`src/rtl/cpu_pkg.sv`:
```
// Shared CPU front-end definitions.
//   fetchState_e   : fetch FSM encoding (S_START / S_FETCH / S_VALID), 2 bits
//   FETCH_INSTR_W  : instruction width consumed by the decoder
//   FETCH_ADDR_W   : default PC / instruction-memory address width
package cpu_pkg;

  localparam int FETCH_INSTR_W = 18;
  localparam int FETCH_ADDR_W  = 16;

  typedef enum logic [1:0] {
    S_START = 2'd0,
    S_FETCH = 2'd1,
    S_VALID = 2'd2
  } fetchState_e;

endpackage

```
`src/rtl/instr_fetch_if.sv`:
```
// Instruction-memory request port.
//   imemReq   : fetch request (fetch side -> memory)
//   imemAddr  : fetch address (fetch side -> memory)
//   imemAck   : completion strobe (memory -> fetch side)
//   imemData  : instruction word, meaningful only while imemAck is high
// Handshake: the fetch side raises imemReq and holds imemAddr stable until it
// sees imemAck high on a rising edge. The memory may ack in the same cycle the
// request first appears. One request is outstanding at most; an ack while no
// request is pending carries no meaning and is ignored.
// Modports: master = fetch unit, slave = instruction memory.
interface instr_fetch_if #(
  parameter int ADDR_W  = 16,
  parameter int INSTR_W = 18
);

  logic               imemReq;
  logic [ADDR_W-1:0]  imemAddr;
  logic               imemAck;
  logic [INSTR_W-1:0] imemData;

  modport master (
    output imemReq,
    output imemAddr,
    input  imemAck,
    input  imemData
  );

  modport slave (
    input  imemReq,
    input  imemAddr,
    output imemAck,
    output imemData
  );

endinterface

```
`src/rtl/fetch_pc.sv`:
```
// Program counter register with its next-PC selection.
//   i_clk, i_rst : clock, synchronous active-high reset (PC <- RESET_PC)
//   i_retire     : current instruction retires this cycle
//   i_jTaken     : retiring instruction redirects the PC
//   i_jTarget    : redirect target
//   o_pc         : current PC
// The PC only moves on retire: to the jump target when taken, otherwise +1
// with natural wrap at the top of the address space. Jump inputs are don't-care
// on non-retire cycles.
module fetch_pc #(
  parameter int                ADDR_W   = 16,
  parameter logic [ADDR_W-1:0] RESET_PC = '0
) (
  input  logic              i_clk,
  input  logic              i_rst,
  input  logic              i_retire,
  input  logic              i_jTaken,
  input  logic [ADDR_W-1:0] i_jTarget,
  output logic [ADDR_W-1:0] o_pc
);

  logic [ADDR_W-1:0] pcReg;
  logic [ADDR_W-1:0] pcNext;

  always_comb begin
    pcNext = pcReg;
    if (i_retire) begin
      pcNext = i_jTaken ? i_jTarget : pcReg + ADDR_W'(1);
    end
  end

  always_ff @(posedge i_clk) begin
    if (i_rst) begin
      pcReg <= RESET_PC;
    end else begin
      pcReg <= pcNext;
    end
  end

  assign o_pc = pcReg;

endmodule

```
`src/rtl/instr_fetch.sv`:
```
// Instruction fetch unit: owns the PC, fetches one instruction at a time over
// the imem port and holds it for the decoder until it retires.
//   i_clk, i_rst   : clock, synchronous active-high reset
//   imem           : instruction-memory request port (master side)
//   o_instruction  : registered instruction, bit 0 first
//   o_instrValid   : o_instruction holds a valid, unretired instruction
//   i_stall        : decoder not ready; instruction held while high
//   i_jTaken       : retiring instruction redirects the PC
//   i_jTarget      : redirect target
//   o_pc           : address of the instruction on o_instruction
//   o_state        : FSM state, for observation
//   o_retireCnt    : retire counter, present only with IFETCH_RETIRE_CNT_EN
// Optional feature: define IFETCH_RETIRE_CNT_EN to add a 16-bit wrapping count
// of retired instructions (sequential and jump retires alike).
// Flow: S_START (one idle cycle after reset) -> S_FETCH (request until ack,
// capture data) -> S_VALID (present until retired) -> S_FETCH ...
module instr_fetch
  import cpu_pkg::*;
#(
  parameter int                ADDR_W   = FETCH_ADDR_W,
  parameter int                INSTR_W  = FETCH_INSTR_W,
  parameter logic [ADDR_W-1:0] RESET_PC = '0
) (
  input  logic               i_clk,
  input  logic               i_rst,
  instr_fetch_if.master      imem,
  output logic [0:INSTR_W-1] o_instruction,
  output logic               o_instrValid,
  input  logic               i_stall,
  input  logic               i_jTaken,
  input  logic [ADDR_W-1:0]  i_jTarget,
  output logic [ADDR_W-1:0]  o_pc,
  output fetchState_e        o_state
`ifdef IFETCH_RETIRE_CNT_EN
  ,
  output logic [15:0]        o_retireCnt
`endif
);

  fetchState_e        state;
  fetchState_e        stateNext;
  logic               fetchReq;
  logic               capture;
  logic               retire;
  logic [0:INSTR_W-1] instrReg;
  logic [ADDR_W-1:0]  pc;

  // State register.
  always_ff @(posedge i_clk) begin
    if (i_rst) begin
      state <= S_START;
    end else begin
      state <= stateNext;
    end
  end

  // Next-state logic.
  always_comb begin
    stateNext = state;
    case (state)
      S_START: stateNext = S_FETCH;
      S_FETCH: if (imem.imemAck) stateNext = S_VALID;
      S_VALID: if (!i_stall) stateNext = S_FETCH;
      default: stateNext = S_START;
    endcase
  end

  // Output decode. An ack only counts while a request is actually pending,
  // which makes late or stray acks harmless in every other state.
  always_comb begin
    fetchReq     = 1'b0;
    capture      = 1'b0;
    retire       = 1'b0;
    o_instrValid = 1'b0;
    case (state)
      S_FETCH: begin
        fetchReq = 1'b1;
        capture  = imem.imemAck;
      end
      S_VALID: begin
        o_instrValid = 1'b1;
        retire       = !i_stall;
      end
      default: ;
    endcase
  end

  // Instruction register changes only on capture or reset.
  always_ff @(posedge i_clk) begin
    if (i_rst) begin
      instrReg <= '0;
    end else if (capture) begin
      instrReg <= imem.imemData;
    end
  end

  fetch_pc #(
    .ADDR_W   (ADDR_W),
    .RESET_PC (RESET_PC)
  ) u_fetchPc (
    .i_clk     (i_clk),
    .i_rst     (i_rst),
    .i_retire  (retire),
    .i_jTaken  (i_jTaken),
    .i_jTarget (i_jTarget),
    .o_pc      (pc)
  );

`ifdef IFETCH_RETIRE_CNT_EN
  logic [15:0] retireCnt;

  always_ff @(posedge i_clk) begin
    if (i_rst) begin
      retireCnt <= '0;
    end else if (retire) begin
      retireCnt <= retireCnt + 16'd1;
    end
  end

  assign o_retireCnt = retireCnt;
`endif

  // The PC only moves on retire, so it is also the stable fetch address.
  assign imem.imemReq  = fetchReq;
  assign imem.imemAddr = pc;
  assign o_instruction = instrReg;
  assign o_pc          = pc;
  assign o_state       = state;

endmodule

```
`src/flat_wrapper.sv`:
```
// flat-port wrapper written by rule: the top's interface ports become plain ports
module instr_fetch_flat import cpu_pkg::*;
#(
  parameter int                ADDR_W   = FETCH_ADDR_W,
  parameter int                INSTR_W  = FETCH_INSTR_W,
  parameter logic [ADDR_W-1:0] RESET_PC = '0
)
  (i_clk, i_rst, o_instruction, o_instrValid, i_stall, i_jTaken, i_jTarget, o_pc, o_state, imem_imemReq, imem_imemAddr, imem_imemAck, imem_imemData);
  instr_fetch_if #(.ADDR_W(ADDR_W), .INSTR_W(INSTR_W)) imem_i ();
  input  logic i_clk;
  input  logic i_rst;
  output logic [0:INSTR_W-1] o_instruction;
  output logic o_instrValid;
  input  logic i_stall;
  input  logic i_jTaken;
  input  logic [ADDR_W-1:0] i_jTarget;
  output logic [ADDR_W-1:0] o_pc;
  output fetchState_e o_state;
  output wire logic [$bits(imem_i.imemReq)-1:0] imem_imemReq;
  output wire logic [$bits(imem_i.imemAddr)-1:0] imem_imemAddr;
  input wire logic [$bits(imem_i.imemAck)-1:0] imem_imemAck;
  input wire logic [$bits(imem_i.imemData)-1:0] imem_imemData;
  assign imem_imemReq = imem_i.imemReq;
  assign imem_imemAddr = imem_i.imemAddr;
  assign imem_i.imemAck = imem_imemAck;
  assign imem_i.imemData = imem_imemData;
  instr_fetch #(.ADDR_W(ADDR_W), .INSTR_W(INSTR_W), .RESET_PC(RESET_PC)) u_core (.i_clk(i_clk), .i_rst(i_rst), .imem(imem_i), .o_instruction(o_instruction), .o_instrValid(o_instrValid), .i_stall(i_stall), .i_jTaken(i_jTaken), .i_jTarget(i_jTarget), .o_pc(o_pc), .o_state(o_state));
endmodule
```
`config.mk`:
```
export PLATFORM = sky130hd
export DESIGN_NAME = instr_fetch_flat
export DESIGN_NICKNAME = d
export VERILOG_FILES = /design/src/rtl/cpu_pkg.sv /design/src/rtl/instr_fetch_if.sv /design/src/rtl/fetch_pc.sv /design/src/rtl/instr_fetch.sv /design/src/flat_wrapper.sv
export SDC_FILE = /design/constraint.sdc
export NUM_CORES = 1
export LEC_CHECK = 0
export CAP_MARGIN = 25
export CORE_MARGIN = 2
export CORE_UTILIZATION = 46
export CTS_CLUSTER_SIZE = 10
export DETAILED_ROUTE_END_ITERATION = 12
export GPL_TIMING_DRIVEN = 0
export MAX_ROUTING_LAYER = met4
export PLACE_DENSITY = 0.86
export SYNTH_ARGS = -nofsm -noshare
export SYNTH_HDL_FRONTEND = slang
export SYNTH_HIERARCHICAL = 1
export SYNTH_SLANG_ARGS = --single-unit
export TNS_END_PERCENT = 1
```
`constraint.sdc`:
```
create_clock -name i_clk -period 2.5 [get_ports i_clk]
set_input_delay 0.5 -clock i_clk [delete_from_list [all_inputs] [get_ports i_clk]]
set_output_delay 0.5 -clock i_clk [all_outputs]
set_load 0.1 [all_outputs]
```
# --- Word level (Yosys, flattened, before mapping) ---
# Cells that the tools add are included.
word_totals:
  register_bits: 36
  elab_cells: 19
  input_bits: 39
op_classes:
  eq_ne: 4
  n_addsub: 1
  reduce_logical: 3
  mux: 8
ops:
  columns: ["operator", "count"]
  rows:
  - ["$add 16x1->16 const B", 1]
  - ["$mux 16", 1]
  - ["$pmux 2 s3", 1]
  - ["$mux 1", 4]
  - ["$mux 2", 2]
  - ["$ne 2x2->1 const B", 2]
  - ["$eq 2x1->1 const B", 1]
  - ["$eq 2x2->1 const B", 1]
  - ["$logic_not 2->1", 1]
  - ["$reduce_and 2->1", 1]
  - ["$logic_not 1->1", 1]

# --- Logic depth before layout (Yosys ltp) ---
# Gate-level depths: netlist (run 1).
logic_depth:
  word_depth: 3
  depth_mapped: 7

# --- Hierarchy ---
# Netlist (run 1), hierarchy kept.
by_module_without_submodules:
  columns: ["module", "cells_per_inst", "area_per_inst_um2", "n_inst"]
  rows:
  - ["fetch_pc", 139, 1113.6, 1]
  - ["instr_fetch", 105, 1038.5, 1]

# --- Worst setup path before layout (run 1) ---
# No wires, ideal clock.
synth_path:
  kind: "flip-flop to flip-flop"
  startpoint: "reg u_core.state[1] (netlist: u_core/o_state[1])"
  endpoint: "reg u_core.u_fetchPc.pcReg[5] (netlist: u_core/u_fetchPc/o_pc[5])"
  synth_period_minus_slack_ps: 3617
  arrival_ps: 3531
  path_stages_with_launch: 7
  slack_ps: -1117
  cell_sequence: "dfxtp_1 -> nor2b_1 -> nor2b_1 -> buf_2 -> clkbuf_1 -> a21oi_1 -> a211oi_1"
synth_via:
  elab_chain_cells: 2
synth_lines:
  columns: ["item", "line", "source"]
  rows:
  - ["start, declared", "instr_fetch.sv:40", "fetchState_e state;"]
  - ["start signal, assigned", "instr_fetch.sv:53", "state <= stateNext;"]
  - ["$eq 2x2->1", "instr_fetch.sv:75", "case (state)"]
  - ["$mux 1", "instr_fetch.sv:75", null]
  - ["net u_core.retire", "instr_fetch.sv:44", "logic retire;"]
  - ["end signal, assigned", "fetch_pc.sv:36", "pcReg <= pcNext;"]
  - ["end, declared", "fetch_pc.sv:22", "logic [ADDR_W-1:0] pcReg;"]
# The timed path passes the listed nets, and every way through them passes these cells.
# A chain may end at the register's enable or synchronous reset.

# --- Worst setup path after layout (run 1) ---
layout_path:
  startpoint: "reg u_core.state[1] (netlist: u_core/o_state[1])"
  endpoint: "out o_instrValid"
layout_via:
  elab_chain_cells: 2
layout_lines:
  columns: ["item", "line", "source"]
  rows:
  - ["$eq 2x2->1", "instr_fetch.sv:75", null]
  - ["$mux 1", "instr_fetch.sv:75", null]
  - ["end, declared", "flat_wrapper.sv:13", "output logic o_instrValid;"]
# Every way passes these cells.

==> results of run 1 <==
[placed cells by master (no fill, tap or decap), types with 4 or more instances in the layout]
master	n
clkdlybuf4s50_1	69
nand2_1	10
inv_1	4
dlygate4sd2_1	5
dlymetal6s2s_1	7
clkbuf_1	8
o21ai_0	7
nor2b_1	4
nand2b_1	40
nor2_1	15
mux2i_1	22
nand3_1	5
dfxtp_1	35
a21oi_1	14
buf_4	27
clkbuf_8	5
[tightest hold or removal path, stage by stage (launching register included)]
cell and delay (ns):
dfxtp_1 0.31, nand2b_1 0.06, mux2i_1 0.06
[where the power goes]
| group | internal (mW) | total (mW) | switching [mW] |
|---|---|---|---|
| Combinational | 0.155 | 0.439 | 0.285 |
| Clock | 0.296 | 0.508 | 0.212 |
| Sequential | 0.595 | 0.616 | 0.0207 |
| Total | 1.05 | 1.56 | 0.517 |
[layer usage]
layer | vias to the layer above | global-route usage (%) | wire length (um)
met1 | 971 | 24.89 | 2387
met3 | 4 | 6.944 | 531
li1 | 1039 | - | -
met2 | 104 | 37.41 | 2698
met5 | - | - | 0
met4 | 0 | 6.996 | 34
[registers in the layout, summed over array words and instances (netlist names)]
name                   cells
u_core/o_instruction      18
u_core/u_fetchPc/o_pc     16
u_core/o_state             2
[area by class of cell]
cell class	count	area, um^2	share of cell area (%)
plain buffers	33	239.0	7.397
clock buffers	6	72.57	2.246
clock inverters	2	35.03	1.084
inverters	4	15.01	0.4648
multi-input cells	171	1185	36.68
flip-flops and latches	36	721.9	22.35
well taps	52	65.06	2.014
repair buffers	91	897.1	27.77
[how the worst min path moves through the flow]
| stage | from | end |
|---|---|---|
| after floorplan | imem_imemData[6] | u_core/o_instruction[11] |
| after detailed placement | u_core/o_instruction[6] | u_core/o_instruction[6] |
| final | u_core/o_instruction[7] | u_core/o_instruction[7] |
| after global placement | u_core/o_instruction[10] | u_core/o_instruction[10] |
| after global routing | u_core/o_instruction[7] | u_core/o_instruction[7] |
| after CTS | u_core/o_instruction[7] | u_core/o_instruction[7] |
[per-stage QoR]
stage / cells / util [%] / instance area [um^2]
2_1_floorplan: 244 / - / 2161
6_report: 395 / 72.69 / 3231
3_5_place_dp: 387 / 70.58 / 3137
5_1_grt: 395 / 72.69 / 3231
3_3_place_gp: 387 / 70.58 / 3137
4_1_cts: 395 / 72.47 / 3221
[kinds of logic after synthesis]
family                   after synthesis  share of synthesized area, %
adder cells (fa/ha/maj)                1                        0.5813
buffers and inverters                 37                         11.80
flip-flops                            36                         33.49
multiplexers                          22                         10.23
AND/OR/NAND/NOR                      100                         28.66
AO/OA/AOI/OAI                         48                         15.23
==> flow_metrics.env, run 1 <==
export IMPL_status="completed"
export IMPL_rsz0062_at_grt="false"
export IMPL_grt_pass1_wl_mm=9.025
export IMPL_drt_initial_drc_count=221
export IMPL_startpoint="u_core/o_state[1]"
export IMPL_grt_start_max_net_pins=12
export IMPL_maxSlewViolCount=0
export IMPL_p_total_mw=1.564
export IMPL_cts_made_buffers=5
export IMPL_cts_resized=12
export IMPL_yosysWarnings=6
export IMPL_tightest_slew_ns=0.9998
export IMPL_post_route_min_period_ns=2.435
export IMPL_critPathTopFamily="buffers and inverters"
export IMPL_start_util_pct=48.42
export IMPL_ys_ff_latch=36
export IMPL_reg2reg_slack_ns=0.66
export IMPL_antenna_found_initial=0
export IMPL_synth_ff_type="dfxtp_1"
export IMPL_path_buf_inv=1
export IMPL_synth_edff_count=0
export IMPL_leakagePower_nw=1.372
export IMPL_cp_required_ns=2.00
export IMPL_post_synth_top_count_cell="nand2b_1"
export IMPL_core_area_um2=4444
export IMPL_cts_htree_levels=2
export IMPL_fmax_mhz=410.7
export IMPL_min_path_cells=2
export IMPL_place_gp_congestion=0.7990
export IMPL_drc=0
export IMPL_r2r_start="u_core/o_state[1]"
export IMPL_nets=382
export IMPL_post_cts_repair_setup_buffers=0
export IMPL_n_fill_cell=364
export IMPL_syn_nets=284
export IMPL_wl_per_cell_um=14.31
export IMPL_gr_usage_all_layers_pct=22.11
export IMPL_crit_type="reg -> out"
export IMPL_clk_path_buf_depth=2
export IMPL_yosys_area_top_type="dfxtp_1"
export IMPL_ys_top_cells_by_area="dfxtp_1 33%, nand2b_1 12%, mux2i_1 10%"
export IMPL_synth_top_cell_area_share_pct=33.49
export IMPL_place_ws_ns=0.2250
export IMPL_ir_drop_uv=367.6
export IMPL_rows=24
export IMPL_power_density_nw_per_um2=484.0
export IMPL_setup_violations_final=0
export IMPL_crit_fanout=6
export IMPL_die_w_um=72.40
export IMPL_drive_gt1_share_pct=16.33
export IMPL_cts_tree="built"
export IMPL_synth_common_cells="40 x nand2b_1, 36 x dfxtp_1, 22 x mux2i_1"
export IMPL_clk_pin_slew_ns=0.07
export IMPL_routed_wl_mm=5.651
export IMPL_max_stage_delay_ns=1.13
export IMPL_cp_depth=2
export IMPL_r2r_cells=6
export IMPL_clk_latency_ns=0.29
export IMPL_cts_root_buffer="clkbuf_8"
export IMPL_grt_overflow=0
export IMPL_clkSinkCount=36
export IMPL_synth_cells=244
export IMPL_worstPathCellList="nor2b_4, clkdlybuf4s50_1"
export IMPL_r2r_end="u_core/u_fetchPc/o_pc[7]"
export IMPL_clock_skew_final_ns=0.007616
export IMPL_maxCapViolCount=0
export IMPL_tns_ns=0
export IMPL_diodes=0
export IMPL_worstPathArrival_ns=1.93
export IMPL_yosysSeqAreaShare_pct=33.49
export IMPL_start_kind="register"
export IMPL_io_buffers=91
export IMPL_crit_path_end_kind="primary output"
export IMPL_syn_area_um2=2152
export IMPL_cts_hold_buf=0
export IMPL_dieArea_um2=5242
export IMPL_hold_viol=0
export IMPL_grt_pass1_vias=2053
export IMPL_synth_cell_types=54
export IMPL_post_route_period_util_pct=97.39
export IMPL_io_pins=93
export IMPL_slew_headroom_pct=33.14
export IMPL_die_y_um=72.40
export IMPL_slowest_stage="clkdlybuf4s50_1"
export IMPL_setup_worst_path_end="o_instrValid"
export IMPL_whs_ns=0.4727
export IMPL_dp_hpwl_mm=4.107
export IMPL_ant_nets=0
export IMPL_fin_ws_ns=0.06525
export IMPL_synth_area_per_cell_um2=8.820
export IMPL_firstDrtPassIters=5
export IMPL_via_per_inst=5.362
export IMPL_hp_class="reg -> reg"
export IMPL_num_vias=2118
export IMPL_area_delta_synth_final_pct=50.12
export IMPL_synth_async_sr_flop_share_pct=0
Note: power is estimated with default switching activity, not from simulation.
==> inputs of run 2 (changes only) <==
--- a/config.mk
+++ b/config.mk
@@ -5,7 +5,6 @@
 export SDC_FILE = /design/constraint.sdc
 export NUM_CORES = 1
 export LEC_CHECK = 0
-export CAP_MARGIN = 25
 export CORE_MARGIN = 2
 export CORE_UTILIZATION = 46
 export CTS_CLUSTER_SIZE = 10
==> results of run 2 <==
Final layout, timing and power as in run 1 (identical DEF).
